## src/rtl/ternary_dot_accumulator.sv

```systemverilog
// ternary_dot_accumulator
//   Ternary-weight dot-product accumulator. Each input beat carries LANES
//   activations as a pos_a/neg_a pair plus a 2-bit ternary weight code per
//   lane. Each lane contributes +a, -a or 0. The lane terms are summed, and
//   the beat sums are accumulated over one vector of VEC_LEN elements. One
//   signed dot product is emitted per vector over a valid/ready handshake.
//
//   Build option: `define SAT_OUT_EN to clamp the final sum into the OUT_W
//   range. A clamp also raises out_err. Without the macro, out_data is the
//   low OUT_W bits of the final sum.
//
// Ports
//   clk        rising-edge clock
//   rst        asynchronous reset, active-high
//   in_valid   input beat valid
//   in_ready   beat accepted when in_valid & in_ready
//   pos_a      LANES x signed 8-bit activations, lane i at [8i+7:8i]
//   neg_a      LANES x signed 8-bit negated activations
//   w_code     LANES x 2-bit codes: 01=+1, 11=-1, 00=0, 10=reserved
//   out_valid  result valid, held until out_ready
//   out_ready  downstream accepts result
//   out_data   signed dot product, OUT_W bits
//   out_err    reserved code seen (or clamp applied); qualified by out_valid

module ternary_dot_accumulator #(
  parameter int LANES   = 16,
  parameter int VEC_LEN = 4096,
  parameter int ACC_W   = 32,
  parameter int OUT_W   = 24
) (
  input  logic                  clk,
  input  logic                  rst,
  input  logic                  in_valid,
  output logic                  in_ready,
  input  logic [LANES*8-1:0]    pos_a,
  input  logic [LANES*8-1:0]    neg_a,
  input  logic [LANES*2-1:0]    w_code,
  output logic                  out_valid,
  input  logic                  out_ready,
  output logic [OUT_W-1:0]      out_data,
  output logic                  out_err
);

  localparam int BEATS = VEC_LEN / LANES;
  localparam int CNT_W = (BEATS > 1) ? $clog2(BEATS) : 1;
  localparam logic [CNT_W-1:0] LAST_BEAT = CNT_W'(BEATS - 1);

  typedef enum logic [1:0] {ACCUM = 2'd0, DRAIN = 2'd1, DONE = 2'd2} state_t;

  state_t             state_q, state_d;
  logic               drain_cnt_q, drain_cnt_d;
  logic [CNT_W-1:0]   beat_cnt_q, beat_cnt_d;
  logic               s1_valid_q, s1_valid_d;
  logic               s1_last_q, s1_last_d;
  logic [ACC_W-1:0]   s1_sum_q, s1_sum_d;
  logic [ACC_W-1:0]   acc_q, acc_d;
  logic [OUT_W-1:0]   res_q, res_d;
  logic               err_q, err_d;
  logic               out_valid_q, out_valid_d;

  logic               xfer;
  logic               at_last;
  logic               out_hs;
  logic [9:0]         lane_term [LANES];
  logic [LANES-1:0]   lane_rsv;
  logic [ACC_W-1:0]   beat_sum;
  logic [ACC_W-1:0]   final_sum;
  logic [OUT_W-1:0]   final_out;
  logic               final_ovf;

  assign xfer    = in_valid & in_ready;
  assign at_last = (beat_cnt_q == LAST_BEAT);
  assign out_hs  = out_valid_q & out_ready;

  // Per-lane ternary select. Terms are 10 bits so that -(-128) is
  // representable as +128: neg_a wraps to -128 for that input, so the
  // magnitude is substituted directly.
  for (genvar gi = 0; gi < LANES; gi++) begin : g_lane
    logic [7:0] p;
    logic [7:0] n;
    logic [1:0] c;
    assign p = pos_a[8*gi +: 8];
    assign n = neg_a[8*gi +: 8];
    assign c = w_code[2*gi +: 2];
    assign lane_rsv[gi] = (c == 2'b10);

    always_comb begin
      lane_term[gi] = 10'd0;
      case (c)
        2'b01: lane_term[gi] = {{2{p[7]}}, p};
        2'b11: lane_term[gi] = (p == 8'h80) ? 10'd128 : {{2{n[7]}}, n};
        default: lane_term[gi] = 10'd0;
      endcase
    end
  end

  always_comb begin
    beat_sum = '0;
    for (int i = 0; i < LANES; i++) begin
      beat_sum = beat_sum + {{(ACC_W-10){lane_term[i][9]}}, lane_term[i]};
    end
  end

  // Stage 1: registered beat sum with valid/last tags; beat counter.
  always_comb begin
    s1_valid_d = xfer;
    s1_last_d  = xfer & at_last;
    s1_sum_d   = xfer ? beat_sum : s1_sum_q;
    beat_cnt_d = beat_cnt_q;
    if (xfer) beat_cnt_d = at_last ? '0 : beat_cnt_q + 1'b1;
  end

  // Final value presented to the result register on the last beat.
  assign final_sum = acc_q + s1_sum_q;

`ifdef SAT_OUT_EN
  // Bits above the OUT_W sign bit must all equal it, otherwise the value
  // lies outside the OUT_W range and is pinned to the nearest limit.
  logic [ACC_W-OUT_W:0] upper_bits;
  assign upper_bits = final_sum[ACC_W-1:OUT_W-1];
  assign final_ovf  = ~((&upper_bits) | (~|upper_bits));
  always_comb begin
    final_out = final_sum[OUT_W-1:0];
    if (final_ovf) begin
      final_out = final_sum[ACC_W-1] ? {1'b1, {(OUT_W-1){1'b0}}}
                                     : {1'b0, {(OUT_W-1){1'b1}}};
    end
  end
`else
  assign final_ovf = 1'b0;
  assign final_out = final_sum[OUT_W-1:0];
`endif

  // Stage 2: accumulate; on the last beat hand the total to the result
  // register and clear the accumulator for the next vector.
  always_comb begin
    acc_d = acc_q;
    res_d = res_q;
    err_d = err_q;
    if (s1_valid_q) begin
      if (s1_last_q) begin
        acc_d = '0;
        res_d = final_out;
        err_d = err_d | final_ovf;
      end else begin
        acc_d = final_sum;
      end
    end
    if (xfer && (|lane_rsv)) err_d = 1'b1;
    // Error flag belongs to the vector just delivered.
    if (state_q == DONE && out_hs) err_d = 1'b0;
  end

  // FSM next-state.
  always_comb begin
    state_d     = state_q;
    drain_cnt_d = 1'b0;
    case (state_q)
      ACCUM: if (xfer && at_last) state_d = DRAIN;
      DRAIN: begin
        drain_cnt_d = ~drain_cnt_q;
        if (drain_cnt_q) state_d = DONE;
      end
      DONE:  if (out_hs) state_d = ACCUM;
      default: state_d = ACCUM;
    endcase
  end

  // FSM outputs. out_valid is registered, which places it exactly three
  // cycles after the final-beat handshake (two DRAIN cycles plus this flop).
  always_comb begin
    in_ready    = (state_q == ACCUM) & ~rst;
    out_valid_d = (state_q == DONE) & ~out_hs;
  end

  always_ff @(posedge clk or posedge rst) begin
    if (rst) begin
      state_q     <= ACCUM;
      drain_cnt_q <= 1'b0;
      beat_cnt_q  <= '0;
      s1_valid_q  <= 1'b0;
      s1_last_q   <= 1'b0;
      s1_sum_q    <= '0;
      acc_q       <= '0;
      res_q       <= '0;
      err_q       <= 1'b0;
      out_valid_q <= 1'b0;
    end else begin
      state_q     <= state_d;
      drain_cnt_q <= drain_cnt_d;
      beat_cnt_q  <= beat_cnt_d;
      s1_valid_q  <= s1_valid_d;
      s1_last_q   <= s1_last_d;
      s1_sum_q    <= s1_sum_d;
      acc_q       <= acc_d;
      res_q       <= res_d;
      err_q       <= err_d;
      out_valid_q <= out_valid_d;
    end
  end

  assign out_valid = out_valid_q;
  assign out_data  = res_q;
  assign out_err   = err_q;

endmodule

```

## config.mk

```make
export PLATFORM = sky130hd
export DESIGN_NAME = ternary_dot_accumulator
export DESIGN_NICKNAME = d
export VERILOG_FILES = /design/src/rtl/ternary_dot_accumulator.sv
export SDC_FILE = /design/constraint.sdc
export NUM_CORES = 1
export LEC_CHECK = 0
export CAP_MARGIN = 10
export CORE_UTILIZATION = 44
export CTS_CLUSTER_SIZE = 16
export DETAILED_ROUTE_END_ITERATION = 16
export PLACE_DENSITY = 0.79
export SLEW_MARGIN = 20
export SYNTH_ARGS = -nofsm -noshare
export SYNTH_HDL_FRONTEND = slang
export SYNTH_SLANG_ARGS = --single-unit
```

## constraint.sdc

```tcl
create_clock -name clk -period 3.1 [get_ports clk]
set_clock_uncertainty 0.15 [all_clocks]
set_input_delay 0.62 -clock clk [delete_from_list [all_inputs] [get_ports clk]]
set_output_delay 0.62 -clock clk [all_outputs]
set_load 0.01 [all_outputs]
```

## Yosys cells after proc, flatten, opt, wreduce, memory -nomap -nowiden

Cells that the tools add are included.

| storage, ports and cells | value |
|---|---|
| bits in registers | 103 |
| input bits | 292 |
| output and inout port bits | 27 |
| logic and storage cells | 154 |

| cells by class | value |
|---|---|
| add/sub/neg operators | 17 |
| eq/ne operators | 70 |
| mux-type cells | 41 |
| bitwise operators | 8 |
| reductions and logical operators | 8 |

Operators with widths:

| kind | count |
|---|---|
| $pmux 10 s2 | 16 |
| $mux 10 | 16 |
| $eq 8x8->1 const B | 17 |
| $eq 2x2->1 const B | 33 |
| $eq 2x1->1 const B | 17 |
| $add 32x32->32 | 1 |
| $mux 32 | 1 |
| $add 24x10->25 | 1 |
| $add 23x10->24 | 1 |
| $add 22x10->23 | 1 |
| $add 21x10->22 | 1 |
| $add 20x10->21 | 1 |
| $add 19x10->20 | 1 |
| $add 18x10->19 | 1 |
| $add 17x10->18 | 1 |
| $add 16x10->17 | 1 |
| $add 15x10->16 | 1 |
| $reduce_or 16->1 | 1 |
| $add 14x10->15 | 1 |
| $add 13x10->14 | 1 |
| $add 12x10->13 | 1 |
| $add 11x10->12 | 1 |
| $add 10x10->11 | 1 |
| $add 8x1->8 const B | 1 |
| other kinds (12) | 26 |

## Logic depth before layout (Yosys ltp)

Gate-level depths: netlist of the first run.

| depth | value |
|---|---|
| word-level depth | 18 |
| mapped depth | 29 |
| depth with buffers taken out | 28 |

## Worst setup path after synthesis of the first run

Ideal clock, no wire load.

| timing | value |
|---|---|
| path type | input-to-reg |
| start point | input pos_a[70] |
| end point | register s1_sum_q[17] |
| library setup time | 0.072 ns |
| arrival time | 6.704 ns |
| required time | 2.878 ns |
| slack | -3.826 ns |
| stages | 23 |
| buffers on the path | 0 |
| path through | or4b_2 > o21ai_0 > nor2_1 > a22oi_1 > fa_1 > inv_1 > fa_1 > fa_1 > fa_1 > fa_1 > inv_1 > fa_1 > inv_1 > ha_1 > a21o_1 > a21o_1 > a21oi_2 > o21ai_1 > a211oi_2 > a21oi_1 > a2111oi_2 > nor2_1 > nor2_1 |

| between the ends | value |
|---|---|
| cells in the longest elaborated chain, start to end | 11 |

RTL lines:

| item | RTL line | RTL |
|---|---|---|
| start: declaration | 35 | `input logic [LANES*8-1:0] pos_a,` |
| $eq 8x8->1 | 91 | `2'b11: lane_term[gi] = (p == 8'h80) ? 10'd128 : {{2{n[7]}}, n};` |
| $mux 10 | 91 |  |
| $pmux 10 s2 * | 89 | `case (c)` |
| $add 17x10->18 * | 100 | `beat_sum = beat_sum + {{(ACC_W-10){lane_term[i][9]}}, lane_term[i]};` |
| $add 18x10->19 * | 100 |  |
| $add 19x10->20 * | 100 |  |
| $add 20x10->21 * | 100 |  |
| $add 21x10->22 * | 100 |  |
| $add 22x10->23 * | 100 |  |
| $add 23x10->24 * | 100 |  |
| $add 24x10->25 * | 100 |  |
| end signal: assignment | 194 | `s1_sum_q <= s1_sum_d;` |
| end: declaration | 55 | `logic [ACC_W-1:0] s1_sum_q, s1_sum_d;` |

Every way passes the cells marked *; elsewhere a longest branch is shown, timed or not.
A chain may end at the register's enable or synchronous reset.

## Worst setup path after layout of the first run

| timing | value |
|---|---|
| start point | input pos_a[40] |
| end point | register s1_sum_q[15] |

| between the ends | value |
|---|---|
| cells in the longest elaborated chain, start to end | 14 |

RTL lines:

| item | RTL line |
|---|---|
| $eq 8x8->1 | 91 |
| $mux 10 | 91 |
| $pmux 10 s2 * | 89 |
| $add 14x10->15 * | 100 |
| $add 15x10->16 * | 100 |
| $add 16x10->17 * | 100 |
| $add 17x10->18 * | 100 |
| $add 18x10->19 * | 100 |
| $add 19x10->20 * | 100 |
| $add 20x10->21 * | 100 |
| $add 21x10->22 * | 100 |
| $add 22x10->23 * | 100 |
| $add 23x10->24 * | 100 |
| $add 24x10->25 * | 100 |

Marks and branches as above.

==> results.py, run 1 <==
metrics = {
    "status": {
        "outcome": "finished, violations left",
        "failed_checks": "negative setup slack",
    },
    "worst_setup_path": {
        "slowest_stage": "fa_2",
        "cpMostUsedCell": "fa_1",
        "start_kind": "primary input",
        "critPathBufInv": 5,
        "worstPathMaxFanout": 5,
        "end_kind": "flip-flop",
        "crit_required_ns": 3.22,
        "arrival_ns": 6.79,
        "critical_path_class": "in -> reg",
        "crit_family": "adder cells",
        "cpPeakStageDelay_ns": 0.56,
    },
    "logic_synthesis": {
        "syn_area_mm2": 0.0102,
        "synth-edff-count": 0,
        "synth_ff_type": "dfrtp_1",
        "avgSynthCellArea_um2": 9.43,
        "syn_nets": 1556,
        "async_reset_ff_share_pct": 100,
        "synth_top_area_share_pct": 27.1,
        "synth_cells": 1081,
        "ys_types": 58,
        "synth_area_leader_cell": "fa_1",
        "synth_seq_cells": 87,
        "yosys_warnings": 0,
        "synth.yosys.seq_area_share_pct": 21.4,
        "synth_area_leaders": "fa_1, dfrtp_1, inv_1, ha_1, a22oi_1",
    },
    "detailed_routing": {
        "wl_per_cell_um": 21.1,
        "drtIter0Drc": 616,
        "routed_via_density": 5.55,
        "vias": 10700,
        "firstDrtPassIters": 5,
        "drc": 0,
        "wl_mm": 40.8,
        "final_antenna_net_count": 0,
    },
    "layout": {
        "final_cell_mix": "buf_4, clkdlybuf4s50_1, inv_1",
        "final_core_util_pct": 74.0,
        "fill_cells": 1585,
        "final_cells": 1934,
        "area_delta_synth_final_pct": 64.9,
        "drive_above_1_share_pct": 35.8,
        "stdcell_area_mm2": 0.0168,
        "final_common_cell": "buf_4",
        "nNetsFinal": 2116,
    },
    "clock_tree": {
        "worstSkewPairLatency_ns": 0.34,
        "clockBufferDepth": 2,
        "htreeDepth": 3,
        "cts_tree": "done",
        "postCtsHoldBufs": 0,
        "clockRootBuffer": "clkbuf_16",
        "clkTransAtPathRegs_ns": 0.06,
        "cts_buffers": 9,
        "cts_sinks": 87,
    },
    "global_routing": {
        "grt_usage_pct": 35.1,
        "grt_max_degree": 88,
        "grt-ovfl-total": 0,
        "use_met3_pct": 7.20,
        "grt_pass1_vias": 11700,
        "use_met2_pct": 61.4,
        "use_met1_pct": 42.5,
        "grt-busiest-layer": "met2",
        "grt_pass1_wl_mm": 63.1,
        "antenna_found_initial": 6,
    },
    "power": {
        "leakage_nw": 7.89,
        "cellPowerDensity_mw_per_mm2": 1590,
        "ir_drop_mv": 2.05,
        "p_total_mw": 26.7,
    },
    "floorplanning": {
        "die_area_mm2": 0.0238,
        "start_util_pct": 44.9,
        "fp.dieH_um": 154,
        "io-pin-count": 319,
        "die_w_um": 154,
        "design.core.area_mm2": 0.0227,
        "row_count": 55,
    },
    "placed_design": {
        "dp_hpwl_mm": 33.6,
        "numPortBuffers": 318,
        "gp_congestion": 1.02,
        "post-place-ws_ns": -4.37,
        "placed_cells": 1850,
        "placed_cell_area_mm2": 0.0155,
    },
    "min_path": {
        "hold_class": "reg -> reg",
    },
    "timing": {
        "fin_crit_ns": 6.68,
        "setup_viol": 24,
        "hold_ws_ns": 0.297,
        "maxSlewViolCount": 0,
        "fin_crit_sh_pct": 215,
        "hold_viol_final": 0,
        "relSlewSlack_pct": 47.0,
        "worst_pin_slew_ns": 0.795,
        "fin_setup_tns_ns": -72.66,
        "fmax_mhz": 150,
        "setup_ws_ns": -3.58,
        "rsz0062_at_grt": "true",
    },
    "run": {
        "drv_cap": 0,
    },
}
==> worst register-to-register path, stage by stage, from the launching register on <==
cell and delay [ns]:
dfrtp_1 0.40, ha_1 0.23, fa_1 0.42, a21oi_2 0.17, nor2_1 0.10, nor4_4 0.24, o21ai_1 0.15, a21oi_2 0.23
o21ai_2 0.12, a311oi_2 0.32, xor2_1 0.22, o2bb2ai_1 0.09
==> report_power, final <==
group          internal (mW)  total, mW  leakage (nW)  switching, mW
combinational           12.3       23.8          6.63           11.5
clock                  0.696       1.13         0.144          0.435
sequential              1.53       1.82          1.12          0.288
==> per-layer routing <==
| layer | vias up | routed length (µm) |
|---|---|---|
| met5 | - | 12 |
| met4 | 2 | 1700 |
| met3 | 123 | 2690 |
| met2 | 455 | 20300 |
| met1 | 5316 | 16100 |
| li1 | 4844 | - |
==> Yosys cell counts (all sizes together), types with 2 or more instances <==
cell,instances
and3,12
buf,3
nand4,4
nor2,44
nor3,6
nand3b,4
nand2b,5
a21o,19
a311oi,2
nand3,4
a211oi,4
o221ai,9
nor4,17
and2,13
xor2,16
a22o,55
clkbuf,38
o31ai,3
nand2,74
a22oi,75
a221oi,2
nor4b,13
o21bai,2
or4,2
or4b,2
o2bb2ai,18
fa,138
or2,4
xnor2,23
a21oi,39
dfrtp,87
ha,45
nor2b,25
a31oi,6
o211ai,2
o22ai,7
o21ai,62
mux2,3
inv,184
==> state kept, by name, indices dropped and copies added, names as in the netlist <==
register and count:
s1_last_q 1, beat_cnt_q 8, s1_valid_q 1, s1_sum_q 24, state_q 2, drain_cnt_q 1
acc_q 24, out_data 24, out_valid 1, out_err 1
==> cell families (layout without fill, tap and decap cells) <==
family,Yosys count,count (layout),share of synthesized area (%)
compound gates,313,313,22.2
mux,3,3,0.331
buf+inv,225,788,8.29
flops,87,87,21.4
xor+xnor,39,39,3.35
simple gates,231,231,11.9
fa+ha+maj,183,183,32.6
other cells,0,5,0
==> area by class of cell <==
| cell class | count | area [µm²] | area share (%) |
|---|---|---|---|
| multi-input combinational | 769 | 8250 | 49.1 |
| timing repair buffer | 590 | 5020 | 29.9 |
| sequential | 87 | 2180 | 13.0 |
| inverter | 184 | 692 | 4.12 |
| tap | 285 | 357 | 2.12 |
| clock buffer | 10 | 229 | 1.36 |
| clock inverter | 4 | 72.6 | 0.432 |
| antenna | 5 | 12.5 | 0.0744 |
==> worst paths after layout <==
check | start | end | slack [ns] | cells after the start
setup / recovery | pos_a[40] | s1_sum_q[15]$_DFFE_PP0P_ | -3.58 | 25
hold / removal | drain_cnt_q$_DFF_PP0_ | drain_cnt_q$_DFF_PP0_ | 0.30 | 1
setup reg to reg | s1_sum_q[0]$_DFFE_PP0P_ | acc_q[20]$_DFFE_PP0P_ | 0.14 | 11
hold reg to reg | drain_cnt_q$_DFF_PP0_ | drain_cnt_q$_DFF_PP0_ | 0.30 | 1
max in group asynchronous | rst | out_data[4]$_DFFE_PP0P_ | 1.87 | 3
min in group asynchronous | rst | state_q[0]$_DFFE_PP0P_ | 0.58 | 3
==> repair_timing <==
action | in CTS | in global routing
pin swaps | 146 | 100
endpoints found under the setup margin | 24 | 28
setup buffers | 59 | 13
resized for setup | 524 | 98
endpoints found under the hold margin | 0 | 0
(Power assumes the default switching activity.)
==> run 2, diff against run 1 <==
--- a/config.mk
+++ b/config.mk
@@ -9,7 +9,9 @@
 export CORE_UTILIZATION = 44
 export CTS_CLUSTER_SIZE = 16
 export DETAILED_ROUTE_END_ITERATION = 16
+export MAX_ROUTING_LAYER = met4
 export PLACE_DENSITY = 0.79
+export SKIP_CTS_REPAIR_TIMING = 1
 export SLEW_MARGIN = 20
 export SYNTH_ARGS = -nofsm -noshare
 export SYNTH_HDL_FRONTEND = slang
==> run 2 against run 1 <==
Clock power up 4%. The flow still finishes with violations (negative setup slack). Worst setup slack better by 0.0050 ns. Final cell count down 1.2%. Wire length down 0.54%.
==> results.py, run 2 (synthesis results as in run 1) <==
metrics = {
    "power": {
        "cellPowerDensity_mw_per_mm2": 1550,
        "leakage_nw": 8.60,
        "ir_drop_mv": 2.15,
    },
    "global_routing": {
        "grt_pass1_wl_mm": 59.1,
        "grt_pass1_vias": 11100,
        "antenna_found_initial": 6,
        "grt_max_degree": 88,
        "grt-ovfl-total": 0,
        "grt_usage_pct": 34.2,
    },
    "placed_design": {
        "gp_congestion": 1.07,
        "dp_hpwl_mm": 33.8,
        "placed_cells": 1860,
        "numPortBuffers": 318,
    },
    "floorplanning": {
        "die_area_mm2": 0.0238,
        "die_w_um": 154,
        "row_count": 55,
        "fp.dieH_um": 154,
        "design.core.area_mm2": 0.0227,
        "io-pin-count": 319,
        "start_util_pct": 44.9,
    },
    "clock_tree": {
        "htreeDepth": 3,
        "clkTransAtPathRegs_ns": 0.06,
        "cts_buffers": 9,
        "cts_tree": "done",
        "cts_sinks": 87,
        "clockRootBuffer": "clkbuf_16",
        "worstSkewPairLatency_ns": 0.35,
        "clockBufferDepth": 2,
    },
    "worst_setup_path": {
        "crit_required_ns": 3.17,
        "critical_path_class": "in -> reg",
        "startpoint": "pos_a[58]",
        "timing.rr.start": "s1_sum_q[0]$_DFFE_PP0P_",
        "worstPathMaxFanout": 5,
        "arrival_ns": 6.75,
        "end_kind": "flip-flop",
        "start_kind": "primary input",
    },
    "timing": {
        "rsz0062_at_grt": "true",
        "setup_viol": 24,
        "fin_crit_ns": 6.67,
        "hold_viol_final": 0,
        "hold_ws_ns": 0.299,
        "worst_pin_slew_ns": 0.735,
        "relSlewSlack_pct": 51.0,
        "fmax_mhz": 150,
        "fin_crit_sh_pct": 215,
        "setup_ws_ns": -3.57,
        "maxSlewViolCount": 0,
    },
    "detailed_routing": {
        "final_antenna_net_count": 0,
        "vias": 10600,
        "firstDrtPassIters": 5,
        "drc": 0,
        "drtIter0Drc": 623,
        "wl_per_cell_um": 21.3,
        "wl_mm": 40.6,
        "routed_via_density": 5.56,
    },
    "min_path": {
        "hold_class": "reg -> reg",
        "min_from": "drain_cnt_q$_DFF_PP0_",
    },
    "layout": {
        "fill_cells": 1590,
        "area_delta_synth_final_pct": 66.3,
        "regArea_mm2": 0.00218,
        "final_common_cell": "buf_4",
        "multi_input_area_mm2": 0.00822,
        "drive_above_1_share_pct": 31.5,
        "nNetsFinal": 2089,
        "final_cell_mix": "buf_4, clkdlybuf4s50_1, inv_1",
        "final_core_util_pct": 74.6,
        "final_cells": 1910,
    },
    "status": {
        "outcome": "finished, violations left",
        "failed_checks": "negative setup slack",
    },
    "run": {
        "drv_cap": 0,
    },
}
[run 2: cell count changes in the layout (fill, tap and decap cells not counted), moves of 19 or more]
cell / change
clkdlybuf4s15_1: -21
dlygate4sd2_1: -42
buf_2: -44
buf_4: -19
dlymetal6s2s_1: +102
clkbuf_2: +23
[run 2: per-layer routing]
layer	track usage [%]	vias up	wire length [µm]
li1	-	4811	-
met1	40.4	5215	16100
met2	57.3	491	20200
met3	8.13	98	2940
met4	11.6	0	1330
met5	-	-	0
[run 2: where the power goes]
group          internal (mW)  switching [mW]  leakage (nW)
clock network          0.707           0.469         0.152
logic                   11.9            11.3          7.33
registers               1.53           0.281          1.12
total                   14.2            12.1          8.60
[run 2: layout make-up]
cell class,count,share of cell area [%]
sequential,87,12.8
tap,285,2.10
clock buffer,9,1.33
multi-input combinational,769,48.5
inverter,184,4.08
clock inverter,7,0.576
antenna,6,0.0886
timing repair buffer,563,30.5
[run 2: metrics by stage]
step                setup WS (ns)  power, mW  area (µm²)  TNS (ns)
detailed placement          -4.36       20.8       15600    -90.08
global route                -3.79       28.9       17000    -75.52
CTS                         -4.00       22.2       15900    -81.42
global placement            -4.27       20.3       15600    -89.20
finish                      -3.57       26.2       17000    -70.82
floorplan                   -3.41       14.4       10600    -68.53
[run 2: worst max-delay path, cell delays in order]
cell	delay [ns]
buf_8	0.10
or4_4	0.55
o21ai_4	0.21
nor2_4	0.07
buf_6	0.12
a22oi_2	0.14
fa_1	0.49
inv_2	0.08
fa_1	0.44
fa_1	0.54
fa_1	0.44
fa_1	0.53
inv_2	0.04
fa_1	0.53
inv_2	0.05
ha_4	0.24
nor2b_4	0.12
o21ai_2	0.10
nand2b_1	0.09
a21o_1	0.23
a31oi_4	0.22
o21ai_4	0.10
o41ai_4	0.26
buf_4	0.18
xnor2_2	0.12
o21ai_1	0.12
[run 2: final timing paths]
path | cells past startpoint | to | slack, ns
max | 26 | s1_sum_q[14]$_DFFE_PP0P_ | -3.57
min | 1 | drain_cnt_q$_DFF_PP0_ | 0.30
max reg2reg | 11 | out_data[20]$_DFFE_PP0P_ | 0.12
min reg2reg | 1 | drain_cnt_q$_DFF_PP0_ | 0.30
max in group asynchronous | 3 | out_data[9]$_DFFE_PP0P_ | 1.88
min in group asynchronous | 3 | out_valid$_DFF_PP0_ | 0.56
